File: src/rtl/fetch_queue.sv
// fetch_queue: instruction fetch buffer feeding the IF/ID register.
// Issues sequential fetches over a req/ack port, holds up to DEPTH {pc, instr}
// pairs, presents the oldest pair to IF/ID and flushes everything on redirect.
module fetch_queue #(
    parameter int unsigned DEPTH    = 4,
    parameter logic [31:0] RESET_PC = 32'h0000_3000
) (
    input  logic                     clk,
    input  logic                     reset,
    input  logic                     redirect,
    input  logic [31:0]              redirect_pc,
    input  logic                     keep,
    output logic                     imem_req,
    output logic [31:0]              imem_addr,
    input  logic                     imem_ack,
    input  logic [31:0]              imem_rdata,
    output logic                     out_valid,
    output logic [31:0]              out_pc,
    output logic [31:0]              out_instr,
    output logic [$clog2(DEPTH):0]   count
);

    localparam int unsigned PW = $clog2(DEPTH);
    localparam int unsigned CW = PW + 1;

    typedef enum logic [1:0] {
        IDLE  = 2'd0,
        FETCH = 2'd1,
        DROP  = 2'd2
    } state_t;

    state_t          state;
    logic [31:0]     fpc;
    logic [31:0]     fpcNext;
    logic [PW-1:0]   rdPtr;
    logic [PW-1:0]   wrPtr;
    logic [31:0]     pcMem    [DEPTH];
    logic [31:0]     instrMem [DEPTH];
    logic            push;
    logic            pop;
    logic [CW-1:0]   countAfterPush;
    logic            roomAfterPush;
    logic            roomNow;

    // Handshake qualifiers and next fetch address; redirect wins over everything.
    always_comb begin
        push           = (state == FETCH) && imem_ack && !redirect;
        pop            = out_valid && !keep;
        countAfterPush = count + CW'(1) - CW'(pop);
        roomAfterPush  = countAfterPush < CW'(DEPTH);
        roomNow        = count < CW'(DEPTH);
        fpcNext        = fpc;
        if (redirect) begin
            fpcNext = redirect_pc;
        end else if (push) begin
            fpcNext = fpc + 32'd4;
        end
    end

    // Head of the circular buffer drives IF/ID; zeros when nothing is buffered.
    always_comb begin
        out_valid = (count != '0);
        out_pc    = '0;
        out_instr = '0;
        if (out_valid) begin
            out_pc    = pcMem[rdPtr];
            out_instr = instrMem[rdPtr];
        end
    end

    // Fetch controller: registered request/address, single outstanding request.
    always_ff @(posedge clk) begin
        if (!reset) begin
            state     <= IDLE;
            imem_req  <= 1'b0;
            imem_addr <= RESET_PC;
            fpc       <= RESET_PC;
        end else begin
            fpc <= fpcNext;
            case (state)
                IDLE: begin
                    imem_addr <= fpcNext;
                    if (!redirect && roomNow) begin
                        state    <= FETCH;
                        imem_req <= 1'b1;
                    end
                end
                FETCH: begin
                    if (redirect) begin
                        if (imem_ack) begin
                            // Word arriving with the redirect is simply discarded.
                            state     <= IDLE;
                            imem_req  <= 1'b0;
                            imem_addr <= fpcNext;
                        end else begin
                            // Keep the old request up until the memory answers it.
                            state <= DROP;
                        end
                    end else if (imem_ack) begin
                        imem_addr <= fpcNext;
                        if (!roomAfterPush) begin
                            state    <= IDLE;
                            imem_req <= 1'b0;
                        end
                    end
                end
                DROP: begin
                    if (imem_ack) begin
                        state     <= IDLE;
                        imem_req  <= 1'b0;
                        imem_addr <= fpcNext;
                    end
                end
                default: begin
                    state     <= IDLE;
                    imem_req  <= 1'b0;
                    imem_addr <= fpcNext;
                end
            endcase
        end
    end

    // Queue pointers and occupancy; a redirect empties the queue.
    always_ff @(posedge clk) begin
        if (!reset) begin
            rdPtr <= '0;
            wrPtr <= '0;
            count <= '0;
        end else if (redirect) begin
            rdPtr <= '0;
            wrPtr <= '0;
            count <= '0;
        end else begin
            if (push) begin
                wrPtr <= wrPtr + PW'(1);
            end
            if (pop) begin
                rdPtr <= rdPtr + PW'(1);
            end
            if (push && !pop) begin
                count <= count + CW'(1);
            end else if (pop && !push) begin
                count <= count - CW'(1);
            end
        end
    end

    // Entry storage; written only on an accepted fetch response.
    always_ff @(posedge clk) begin
        if (reset && push) begin
            pcMem[wrPtr]    <= fpc;
            instrMem[wrPtr] <= imem_rdata;
        end
    end

endmodule

File: config.mk
export PLATFORM = sky130hd
export DESIGN_NAME = fetch_queue
export DESIGN_NICKNAME = d
export VERILOG_FILES = /design/src/rtl/fetch_queue.sv
export SDC_FILE = /design/constraint.sdc
export NUM_CORES = 1
export LEC_CHECK = 0
export CAP_MARGIN = 0
export CORE_UTILIZATION = 30
export CTS_CLUSTER_DIAMETER = 120
export DETAILED_ROUTE_END_ITERATION = 8
export GPL_TIMING_DRIVEN = 0
export MAX_ROUTING_LAYER = met4
export PLACE_DENSITY = 0.52
export SKIP_CTS_REPAIR_TIMING = 1
export SLEW_MARGIN = 40
export SYNTH_ARGS = -nofsm -noshare
export SYNTH_HDL_FRONTEND = slang
export SYNTH_SLANG_ARGS = --single-unit
File: constraint.sdc
create_clock -name clk -period 4.39 [get_ports clk]
set_input_delay 0.878 -clock clk [delete_from_list [all_inputs] [get_ports clk]]
set_output_delay 0.878 -clock clk [all_outputs]
set_load 0.02 [all_outputs]
Word level (Yosys, flattened, before mapping). Memory sizes are Yosys's and may differ from the RTL's. A register that Yosys moved wholly into a read port is not among the register bits. Cells that the tools add are included.

Register bits: 74. Bits in latches: 0. Bits in writable memories: 256. Bits in read-only memories: 0. Input port bits: 69. Output and inout bits: 101. Word-level logic and storage cells: 70. Memories kept: 2.

Add/sub/neg operators: 6. $mul: 0. Divide/modulo/power cells: 0. $lt $le $gt $ge: 2. Equal/unequal tests: 7. Shifts and indexed selects: 0. Muxes and demuxes: 27. Bitwise operators: 1. Reduce and logical (&&, ||, !) cells: 18.

Memories: instrMem (words 4, bits a word 32, rd ports 1, clocked after memory_dff 1, wr ports 1, RTL line 38) `logic [31:0] instrMem [DEPTH];`; pcMem (words 4, bits a word 32, rd ports 1, clocked after memory_dff 1, wr ports 1, RTL line 37) `logic [31:0] pcMem [DEPTH];`.

Operator list (count): $mux 32 (6); $add 32x3->32 const B (1); $mux 2 (10); $logic_and 1x1->1 (7); $mux 1 (7); $lt 3x3->1 const B (2); $mux 3 (2); $ne 3x3->1 const B (2); $pmux 2 s3 (1); $add 2x1->2 const B (2); $logic_not 1->1 (4); $ne 2x2->1 const B (2); $reduce_and 4->1 (1); $reduce_or 2->1 (2); $add 3x1->3 const B (1); $pmux 1 s3 (1); $reduce_and 3->1 (1); $reduce_bool 3->1 (1); $sub 3x1->3 (1); $sub 3x1->3 const B (1); $eq 2x1->1 const B (1); $eq 2x2->1 const B (1); $logic_not 2->1 (1); $ne 2x1->1 const B (1); other kinds (2) (2).

Depth between registers and ports, before layout. Gate-level depths: netlist (run 1).

Word-level depth: 8. Depth in mapped cells: 10. Depth with buffers taken out: 10.

Worst setup path after synthesis (run 1). OpenSTA, ideal clock, no wires.

Kind: input -> register. From: input port redirect. To: memory instrMem[0][0] (enable). Library setup time: 0.429 ns. Data arrival time: 3.183 ns. Required time: 3.961 ns. Slack: 0.778 ns. Stages: 5. Path buffers: 3. Path through: clkbuf_1 -> clkbuf_1 -> clkbuf_1 -> nor2_1 -> and3_1.

Longest elaborated chain between the ends: 5.

Ends and longest elaborated chain: from (decl) (RTL line 10) `input logic redirect,`; $logic_not 1->1 (RTL line 47) `push = (state == FETCH) && imem_ack && !redirect;`; $logic_and 1x1->1 (RTL line 47); $logic_and 1x1->1 (RTL line 150) `if (reset && push) begin`; $mux 1 (RTL line 150); $mux 1 (not written as such) (RTL line 152) `instrMem[wrPtr] <= imem_rdata;`; to (decl) (RTL line 38).

Every way passes these cells.

Worst setup path in the final report (run 1).
From: register count[0]. To: output port out_pc[1].

Longest elaborated chain between the ends: 2.

Ends and longest elaborated chain: from (decl) (RTL line 20) `output logic [$clog2(DEPTH):0] count`; from (signal assigned) (RTL line 141) `count <= count + CW'(1);`; from (signal assigned) (RTL line 143) `count <= count - CW'(1);`; $reduce_bool 3->1 (RTL line 62) `out_valid = (count != '0);`; $mux 32 (RTL line 65) `if (out_valid) begin`; to (decl) (RTL line 18) `output logic [31:0] out_pc,`.

Every way passes these cells.

==> results of run 1 <==
==> power groups by stage <==
stage	Sequential (W)	Combinational, W	Clock, W
after floorplan	0.00372	0.000589	0
after global placement	0.00369	0.00123	0
after detailed placement	0.00369	0.00125	0
after CTS	0.00362	0.00125	0.00332
after global routing	0.00364	0.00134	0.00343
final	0.00362	0.00124	0.00324
==> kinds of logic (layout without fill, tap and decap cells) <==
| kind of cell | Yosys count | count (layout) | share of synthesized area, % |
|---|---|---|---|
| buffers and inverters | 66 | 307 | 1.985 |
| AOI/OAI and AO/OA | 98 | 98 | 4.591 |
| DFF | 332 | 332 | 68.26 |
| and+or+nand+nor | 277 | 277 | 11.29 |
| muxes | 75 | 75 | 11.51 |
| adders and majority gates | 13 | 13 | 1.206 |
| xor gates and xnor gates | 18 | 18 | 1.168 |
==> cell usage in the layout, fill, tap and decap left out, drive strengths merged, types with 2 or more instances in the layout <==
master,count
a211oi,4
a21oi,25
a31o,6
a31oi,4
and2,71
and3,9
and4,7
buf,20
bufinv,6
clkbuf,85
clkdlybuf4s50,167
clkinv,12
dfxtp,76
edfxtp,256
ha,13
inv,16
mux2i,10
mux4,64
nand2,45
nand2b,14
nand3,33
nand4,14
nor2,47
nor2b,7
nor3,10
nor3b,2
nor4,11
o211ai,2
o21a,2
o21ai,34
o311a,2
o31a,3
o31ai,8
or4,3
xnor2,11
xor2,7
==> layer usage <==
metal	vias to the layer above	share of wire, %	wire [um]
met5	-	0	0
met4	0	1.4	499
met3	32	5.0	1740
met2	210	48	16690
met1	4094	46	15850
li1	3800	-	-
==> sequential cells by signal, indices dropped and copies added, names as in the netlist, named ones only <==
name / flops
imem_req: 1
state: 2
imem_addr: 32
rdPtr: 2
count: 3
wrPtr: 2
pcMem: 128
fpc: 32
instrMem: 128
==> worst reg2reg max path: stages (launching register included) <==
cell      delay (ns)
dfxtp_1         0.35
inv_1           0.09
ha_1            0.34
nand4b_4        0.18
buf_2           0.22
nor4_1          0.46
buf_2           0.31
a21boi_0        0.12
o31ai_1         0.31
o21ai_0         0.12
==> layout make-up <==
class,count,area (um2)
fillers,4180,26920
flip-flops and latches,332,9209
multi-input cells,481,4044
repair buffers,176,1851
clock buffers,47,1025
well taps,592,740.7
clock inverters,18,252.7
plain buffers,49,207.7
inverters,17,63.81
==> through the flow <==
step / power (W) / TNS, ns / hold slack (ns) / utilization [%] / cells
detailed placement: 0.004932 / 0 / 0.4477 / 36.34 / 1646
global placement: 0.004920 / -258.80 / 0.4458 / 35.89 / 1638
CTS: 0.008196 / -1.945 / 0.4631 / 39.22 / 1711
floorplan: 0.004313 / 0 / 0.4583 / - / 879
finish: 0.008100 / 0 / 0.4593 / 39.25 / 1712
global route: 0.008410 / 0 / 0.4851 / 39.25 / 1712
==> how the worst max path moves through the flow <==
stage / start / to / cells after the start
after global placement: redirect / instrMem[0][15]$_DFFE_PP_ / 5
after floorplan: redirect / instrMem[0][0]$_DFFE_PP_ / 5
after detailed placement: count[0]$_SDFFE_PP0P_ / out_pc[1] / 7
after global routing: count[0]$_SDFFE_PP0P_ / out_pc[1] / 7
final: count[0]$_SDFFE_PP0P_ / out_pc[1] / 7
after CTS: count[0]$_SDFFE_PP0P_ / out_pc[1] / 7
==> results.md, run 1 <==
- M1 GR Usage: 20.53%
- Least-Margin Pin Slew: 0.8020 ns
- Relative slew slack: 46.53%
- Syn Area/Cell: 15.35 um2
- Vias in the first global route: 8406
- Largest net degree at the start of global routing: 33
- Max Cap Viol: 0
- Synth async-reset ratio: 0%
- Wire per inst: 20.32 um
- WHS Endpoint: imem_addr[4]$_SDFFE_PN0P_
- Die width: 214.1 um
- Comb power frac: 15.3%
- Clk slew on worst S/H paths: 0.06 ns
- Post-layout nets: 1176
- Crit end category: output port
- GPL Wtd Cong: 0.8144
- Share of the synthesized area in the top cell type: 56.98%
- Syn_nets: 961
- Vias: 8136
- Post-route ant nets: 0
- Die Span Y: 214.1 um
- Largest cells by area after synthesis: edfxtp_1, dfxtp_1, mux4_2, and2_1, nor2_1
- Cell row count: 77
- Ant. Diodes: 0
- DP Worst Slack: 0.4050 ns
- Switch share: 25.22%
- Reg2reg setup slack: 1.75 ns
- Root buf cell: clkbuf_16
- CTS tree: yes
- Ratio of cells with drive above 1 in the final layout: 14.46%
- Most used DFF post-synth: edfxtp_1
- Final Skew: 0.02896 ns
- Crit-path max FO: 10
- Distinct cells, synth: 53
- Pwr dens: 465.7 mW/mm2
- EDFF count, synth: 256
- Fin. Hold Viols: 0
- R2R cell count: 9
- Internal Dissipation: 0.006057 W
- Final max-slew violation count: 0
- Synthesis-to-layout area growth: 28.92%
- Sequential power share: 44.7%
- Crit-path max cell delay: 0.61 ns
- Reg2reg start: state[1]$_SDFFE_PN0P_
- Post-synth top area cell: edfxtp_1
- Worst path arrival time: 3.30 ns
- Minimum clock period: 4.175 ns
- # clock sinks: 332
- CTS max path bufs: 3
- Initial Util: 30.44%
- CP startpoint kind: flip-flop
- Critical path type: reg2out
- # DRC: 0
- FMAX: 239.5 MHz
- Vias per cell: 4.752
- Crit-path cells: inv_1 > ha_1 > nand2b_1 > clkbuf_2 > clkbuf_1 > and2_1 > clkdlybuf4s50_1
- Routed Wire Length: 34780 um
- Design Area, Final: 0.01739 mm2
- Count leader, synth: edfxtp_1
- IO Count: 170
- Gr usage total: 15.74%
- Synthesized flop and latch total: 332
- DIE AREA: 0.04582 mm2
- Hold Path Origin: imem_addr[4]$_SDFFE_PN0P_
- Final period utilization: 95.09%
- DR iter-0 viols: 468
- Sequential-to-total area share from yosys stat: 68.26%
- Clock latency on the worst-skew pair: 0.54 ns
- Final worst slack: 0.2154 ns
- H-tree depth: 2
- Synth Warn #: 0
- Clock power frac: 39.9%
- Grt ovf: 0
- Grt met2 use: 24.70%
- First-pass GRT wire length: 52630 um
- Min-Delay Path Class: reg2reg
- Unrepaired setup endpoints after global routing: false
- Core box area: 0.04432 mm2
- CP top delay family: buffers and inverters
- Critical path data required time: 3.51 ns
- WHS Path Cells: 2
- Post-DP HPWL: 24070 um
- CP bufs+invs: 4
- P_leak: 5.671 nW
- GRT Max-Usage Layer: met2
- Area post-placement: 0.01610 mm2
- RR Endpoint: imem_addr[18]$_SDFFE_PN0P_
- # setup viols final: 0
- P_sw: 0.002043 W
- Status: finished clean
- Synth cell count leaders: edfxtp_1, dfxtp_1, and2_1
- Port buffer count: 167
- Inserted Clock Buffers: 37
- First-pass DRT Iterations: 5
- Max VDD drop: 270.3 uV
- Post-Synthesis Cells: 879
- Cell area after synthesis: 0.01349 mm2
- Worst-path cell with the longest stage delay: clkdlybuf4s50_1
- Initial antenna violation count: 0
- Met3 Use GR: 3.674%
No activity file was read; power rests on OpenSTA's default activity.
==> run 2, diff against run 1 <==
- clock period: 4.39 -> 5.1 ns (I/O delays scaled with it)
==> run 2 against run 1 <==
Effect of this change: clock skew shrank 0.0018 ns; sequential power down 14%; final area about the same; utilization about the same; count of clock-buffer cells in the layout did not move; final cell count stayed put; critical path type unchanged; wire length hardly changed; global-route usage unchanged.
==> results.md, run 2 (synthesis results as in run 1) <==
- Vias per cell: 4.755
- Crit end category: output port
- Final period utilization: 89.16%
- Wire per inst: 20.31 um
- Multi-input combinational cell area: 0.004044 mm2
- First-pass DRT Iterations: 5
- CP bufs+invs: 4
- Ratio of cells with drive above 1 in the final layout: 14.37%
- FMAX: 219.9 MHz
- Pwr dens: 400.8 mW/mm2
- Status: finished clean
- Port buffer count: 167
- Hold slack: 0.4593 ns
- Worst-path cell with the longest stage delay: clkdlybuf4s50_1
- Fin. Hold Viols: 0
- H-tree depth: 2
- Initial antenna violation count: 0
- R2R cell count: 9
- Worst Setup EP: out_pc[1]
- Final max-slew violation count: 0
- Instance count on the critical path: 7
- Vias: 8141
- Clock latency on the worst-skew pair: 0.54 ns
- Final Skew: 0.02718 ns
- Final Power: 0.006970 W
- Largest net degree at the start of global routing: 33
- IO Count: 170
- CTS tree: yes
- Top Registers: instrMem x128, pcMem x128
- # clock sinks: 332
- Vias in the first global route: 8406
- GPL Wtd Cong: 0.8144
- Max VDD drop: 232.7 uV
- Unrepaired setup endpoints after global routing: false
- FILL cells: 4179
- Worst path arrival time: 3.53 ns
- Gr usage total: 15.74%
- Post-layout nets: 1176
- # DRC: 0
- Minimum clock period: 4.547 ns
- Crit-path max FO: 10
- CP top delay family: buffers and inverters
- Max Cap Viol: 0
- Reg2reg setup slack: 2.46 ns
- Core box area: 0.04432 mm2
- Critical path type: reg2out
- Clk slew on worst S/H paths: 0.06 ns
- Post-route ant nets: 0
- Cell row count: 77
- DP Worst Slack: 0.9730 ns
- CP startpoint kind: flip-flop
- Final worst slack: 0.5529 ns
- Relative slew slack: 46.47%
- Min-Delay Path Class: reg2reg
- Ant. Diodes: 0
- Reg2reg start: state[1]$_SDFFE_PN0P_
- Inserted Clock Buffers: 37
- Crit-path max cell delay: 0.61 ns
- Routed Wire Length: 34770 um
- DIE AREA: 0.04582 mm2
- Grt ovf: 0
- Die width: 214.1 um
- Met3 WL: 1722 um
- Critical path data required time: 4.08 ns
- Commonest cells after routing, fill and taps aside: edfxtp_1, clkdlybuf4s50_1, dfxtp_1, and2_1, mux4_2
- Post-DP HPWL: 24070 um
- Max Used Layer: met4
- Most common cell after layout, fill and taps aside: edfxtp_1
- RR Endpoint: imem_addr[18]$_SDFFE_PN0P_
- Register area: 0.009209 mm2
- Synthesis-to-layout area growth: 28.91%
- Worst setup path startpoint: count[0]$_SDFFE_PP0P_
- DR iter-0 viols: 468
- Worst path most repeated cell: clkbuf_1
- Met2 wire length: 16720 um
- P_leak: 5.668 nW
- Root buf cell: clkbuf_16
- First-pass GRT wire length: 52630 um
- DRT met1 WL: 15830 um
- CTS max path bufs: 3
- Initial Util: 30.44%
- Die Span Y: 214.1 um
- Least-Margin Pin Slew: 0.8030 ns
- Crit-path cells: inv_1 > ha_1 > nand2b_1 > clkbuf_1 > clkbuf_1 > and2_1 > clkdlybuf4s50_1
- # setup viols final: 0
-- run 2: cell counts in the layout (fill, tap and decap cells not counted) --
No cell type changed its count.
-- run 2: where the power goes --
part	internal [W]	switching (W)	leakage, nW	total, W
sequential	0.00302	0.0000967	2.95	0.00312
clock	0.00173	0.00106	0.625	0.00278
combinational	0.000467	0.000602	2.09	0.00107
total	0.00521	0.00176	5.67	0.00697
-- run 2: cell type report --
class                           count  share of cell area (%)
Clock inverter                     18                   1.453
Buffer                             49                   1.187
Inverter                           17                  0.3669
Timing Repair Buffer              176                   10.64
Multi-Input combinational cell    481                   23.25
Clock buffer                       47                   5.892
Tap cell                          592                   4.259
Sequential cell                   332                   52.95
-- run 2: how the worst min path moves through the flow --
| stage | start | to | slack, ns | depth (start not counted) |
|---|---|---|---|---|
| floorplan | fpc[14]$_SDFF_PN0_ | pcMem[0][14]$_DFFE_PP_ | 0.46 | 0 |
| global placement | imem_addr[5]$_SDFFE_PN0P_ | imem_addr[5]$_SDFFE_PN0P_ | 0.45 | 2 |
| detailed placement | imem_addr[4]$_SDFFE_PN0P_ | imem_addr[4]$_SDFFE_PN0P_ | 0.45 | 2 |
| CTS | imem_addr[5]$_SDFFE_PN0P_ | imem_addr[5]$_SDFFE_PN0P_ | 0.46 | 2 |
| global route | imem_addr[2]$_SDFFE_PN0P_ | imem_addr[2]$_SDFFE_PN0P_ | 0.49 | 2 |
| finish | imem_addr[4]$_SDFFE_PN0P_ | imem_addr[4]$_SDFFE_PN0P_ | 0.46 | 2 |
-- run 2: metal layers --
layer  vias to the layer above  global-route usage [%]
met3                        32                   3.674
li1                       3800                       -
met1                      4101                   20.53
met5                         -                       -
met2                       208                   24.70
met4                         0                   4.024
-- run 2: tightest hold or removal path: stages (launching register included) --
cell     delay, ns
dfxtp_1       0.31
nand2_1       0.05
a21oi_1       0.05
-- run 2: per-stage QoR --
| stage | utilization, % | instance area (um2) | setup TNS (ns) | instances |
|---|---|---|---|---|
| finish | 39.24 | 17390 | 0 | 1712 |
| global route | 39.24 | 17390 | 0 | 1712 |
| floorplan | - | 13490 | 0 | 879 |
| detailed placement | 36.34 | 16100 | 0 | 1646 |
| global placement | 35.89 | 15900 | -113.39 | 1638 |
| CTS | 39.22 | 17380 | 0 | 1711 |
==> run 3, diff against run 2 <==
- CORE_UTILIZATION: 30 -> 60
- PLACE_DENSITY: 0.52 -> 0.89
==> run 3 against run 2 <==
Effect of this change: sequential power is essentially flat; register-to-register slack is essentially flat; sequential share of layout area grew 2.3 points; non-clock buffer count shrank 3; the flow now finishes with violations (design-rule violations); clock power shrank 19%; combinational power is essentially flat; via count grew 4.6%; worst setup slack gained 0.19 ns; count of clock-buffer cells in the layout shrank 4; first-iteration DRC count grew 96%; final area shrank 4.1%.
==> results.md, run 3 (synthesis results as in run 1) <==
- Grt ovf: 0
- Post-Route Setup TNS: 0 ns
- # setup viols final: 0
- Unrepaired setup endpoints after global routing: false
- First-pass DRT Iterations: 7
- Initial antenna violation count: 0
- Gr usage total: 28.04%
- Post-DP HPWL: 20430 um
- Crit end category: output port
- First-pass GRT wire length: 48110 um
- Wire per inst: 22.27 um
- Final core utilization: 75.97%
- Most common cell after layout, fill and taps aside: edfxtp_1
- Minimum clock period: 4.359 ns
- DP Worst Slack: 1.276 ns
- RR Endpoint: instrMem[1][13]$_DFFE_PP_
- Hold Path Origin: imem_addr[4]$_SDFFE_PN0P_
- Vias in the first global route: 8605
- Worst path arrival time: 3.34 ns
- Post-layout nets: 1167
- Initial Util: 61.44%
- Clock latency on the worst-skew pair: 0.56 ns
- Ant. Diodes: 0
- Min-Delay Path Class: reg2reg
- P_leak: 5.518 nW
- Final max-slew violation count: 0
- Critical path type: reg2out
- Inserted Clock Buffers: 31
- Critical path data required time: 4.08 ns
- CTS tree: yes
- Commonest cells after routing, fill and taps aside: edfxtp_1, clkdlybuf4s50_1, dfxtp_1, and2_1, mux4_2
- FILL cells: 1269
- WHS Path Cells: 2
- Vias per cell: 6.128
- Root buf cell: clkbuf_16
- Max VDD drop: 259.1 uV
- Reg2reg start: state[1]$_SDFFE_PN0P_
- # DRC: 24
- Placed Cells: 1332
- DIE AREA: 0.02309 mm2
- Final Skew: 0.01871 ns
- Status: complete, but fails checks
- IO Count: 170
- Least-Margin Pin Slew: 0.8117 ns
- Multi-input combinational cell area: 0.004044 mm2
- Port buffer count: 167
- # clock sinks: 332
- Cell row count: 54
- R2R cell count: 7
- Final worst slack: 0.7411 ns
- Largest net degree at the start of global routing: 34
- Top Registers: instrMem x128, pcMem x128
- WHS Endpoint: imem_addr[4]$_SDFFE_PN0P_
- Crit-path max FO: 10
- CTS max path bufs: 3
- CP startpoint kind: flip-flop
- DR iter-0 viols: 917
- Reg2reg setup slack: 2.46 ns
- H-tree depth: 1
- GPL Wtd Cong: 0.9249
- Die Span Y: 152.0 um
- Synthesis-to-layout area growth: 23.65%
- Pwr dens: 384.1 mW/mm2
- Max Cap Viol: 0
- Die width: 152.0 um
- Core box area: 0.02196 mm2
- Layout Cells excl Fill: 1390
- Clk slew on worst S/H paths: 0.06 ns
- Worst setup path startpoint: count[0]$_SDFFE_PP0P_
- Register area: 0.009209 mm2
- Final period utilization: 85.47%
- Ratio of cells with drive above 1 in the final layout: 13.69%
- Post-route ant nets: 0
- FMAX: 229.4 MHz
- Fin. Hold Viols: 0
- Vias: 8518
- Routed Wire Length: 30960 um
- Relative slew slack: 45.89%
- Failing checks: design-rule violations
## run 3: cell types whose count changed in the layout (fill, tap and decap cells not counted), sizes merged
cell      before  now
bufinv         6    0
clkinvlp       1    2
buf           20   17
clkinv        12   13
clkbuf        85   81
inv           16   17
## run 3: final cells by class
type | count | share of cell area, %
buffer | 49 | 1.223
clock buffer | 43 | 5.505
clock inverter | 15 | 0.5625
inverter | 17 | 0.3825
multi-input combinational | 481 | 24.24
sequential | 332 | 55.20
tap | 280 | 2.100
timing repair buffer | 173 | 10.79
## run 3: routing by layer
metal / vias to the layer above / part of all wire (%) / GRT usage, %
met1: 4169 / 39 / 35.75
met5: - / 0 / -
met3: 90 / 8.8 / 4.678
met2: 475 / 49 / 45.94
met4: 0 / 3.3 / 9.961
li1: 3784 / - / -
## run 3: stage by stage
step / total power (W) / cell area [um2] / hold WS (ns)
CTS: 0.006419 / 16670 / 0.4653
global placement: 0.004165 / 15510 / 0.4498
global route: 0.006611 / 16680 / 0.4858
floorplan: 0.003713 / 13490 / 0.4583
detailed placement: 0.004193 / 15660 / 0.4517
finish: 0.006408 / 16680 / 0.4632
## run 3: worst max-delay path: stages (launching register included)
cell,delay (ns)
dfxtp_1,0.41
inv_1,0.09
ha_1,0.21
nand2b_1,0.27
clkbuf_1,0.48
clkbuf_1,0.48
and2_1,0.21
clkdlybuf4s50_1,0.62
## run 3: worst max path at each step
stage                                            to
after global placement    instrMem[0][20]$_DFFE_PP_
after CTS                             out_instr[13]
after global routing                  out_instr[13]
after detailed placement              out_instr[17]
final                                 out_instr[13]
after floorplan            instrMem[0][0]$_DFFE_PP_
## run 3: power breakdown
| group | switching [W] | internal, W | leakage (nW) |
|---|---|---|---|
| logic | 0.000585 | 0.000458 | 2.06 |
| clock network | 0.000981 | 0.00126 | 0.505 |
| registers | 0.000100 | 0.00302 | 2.95 |
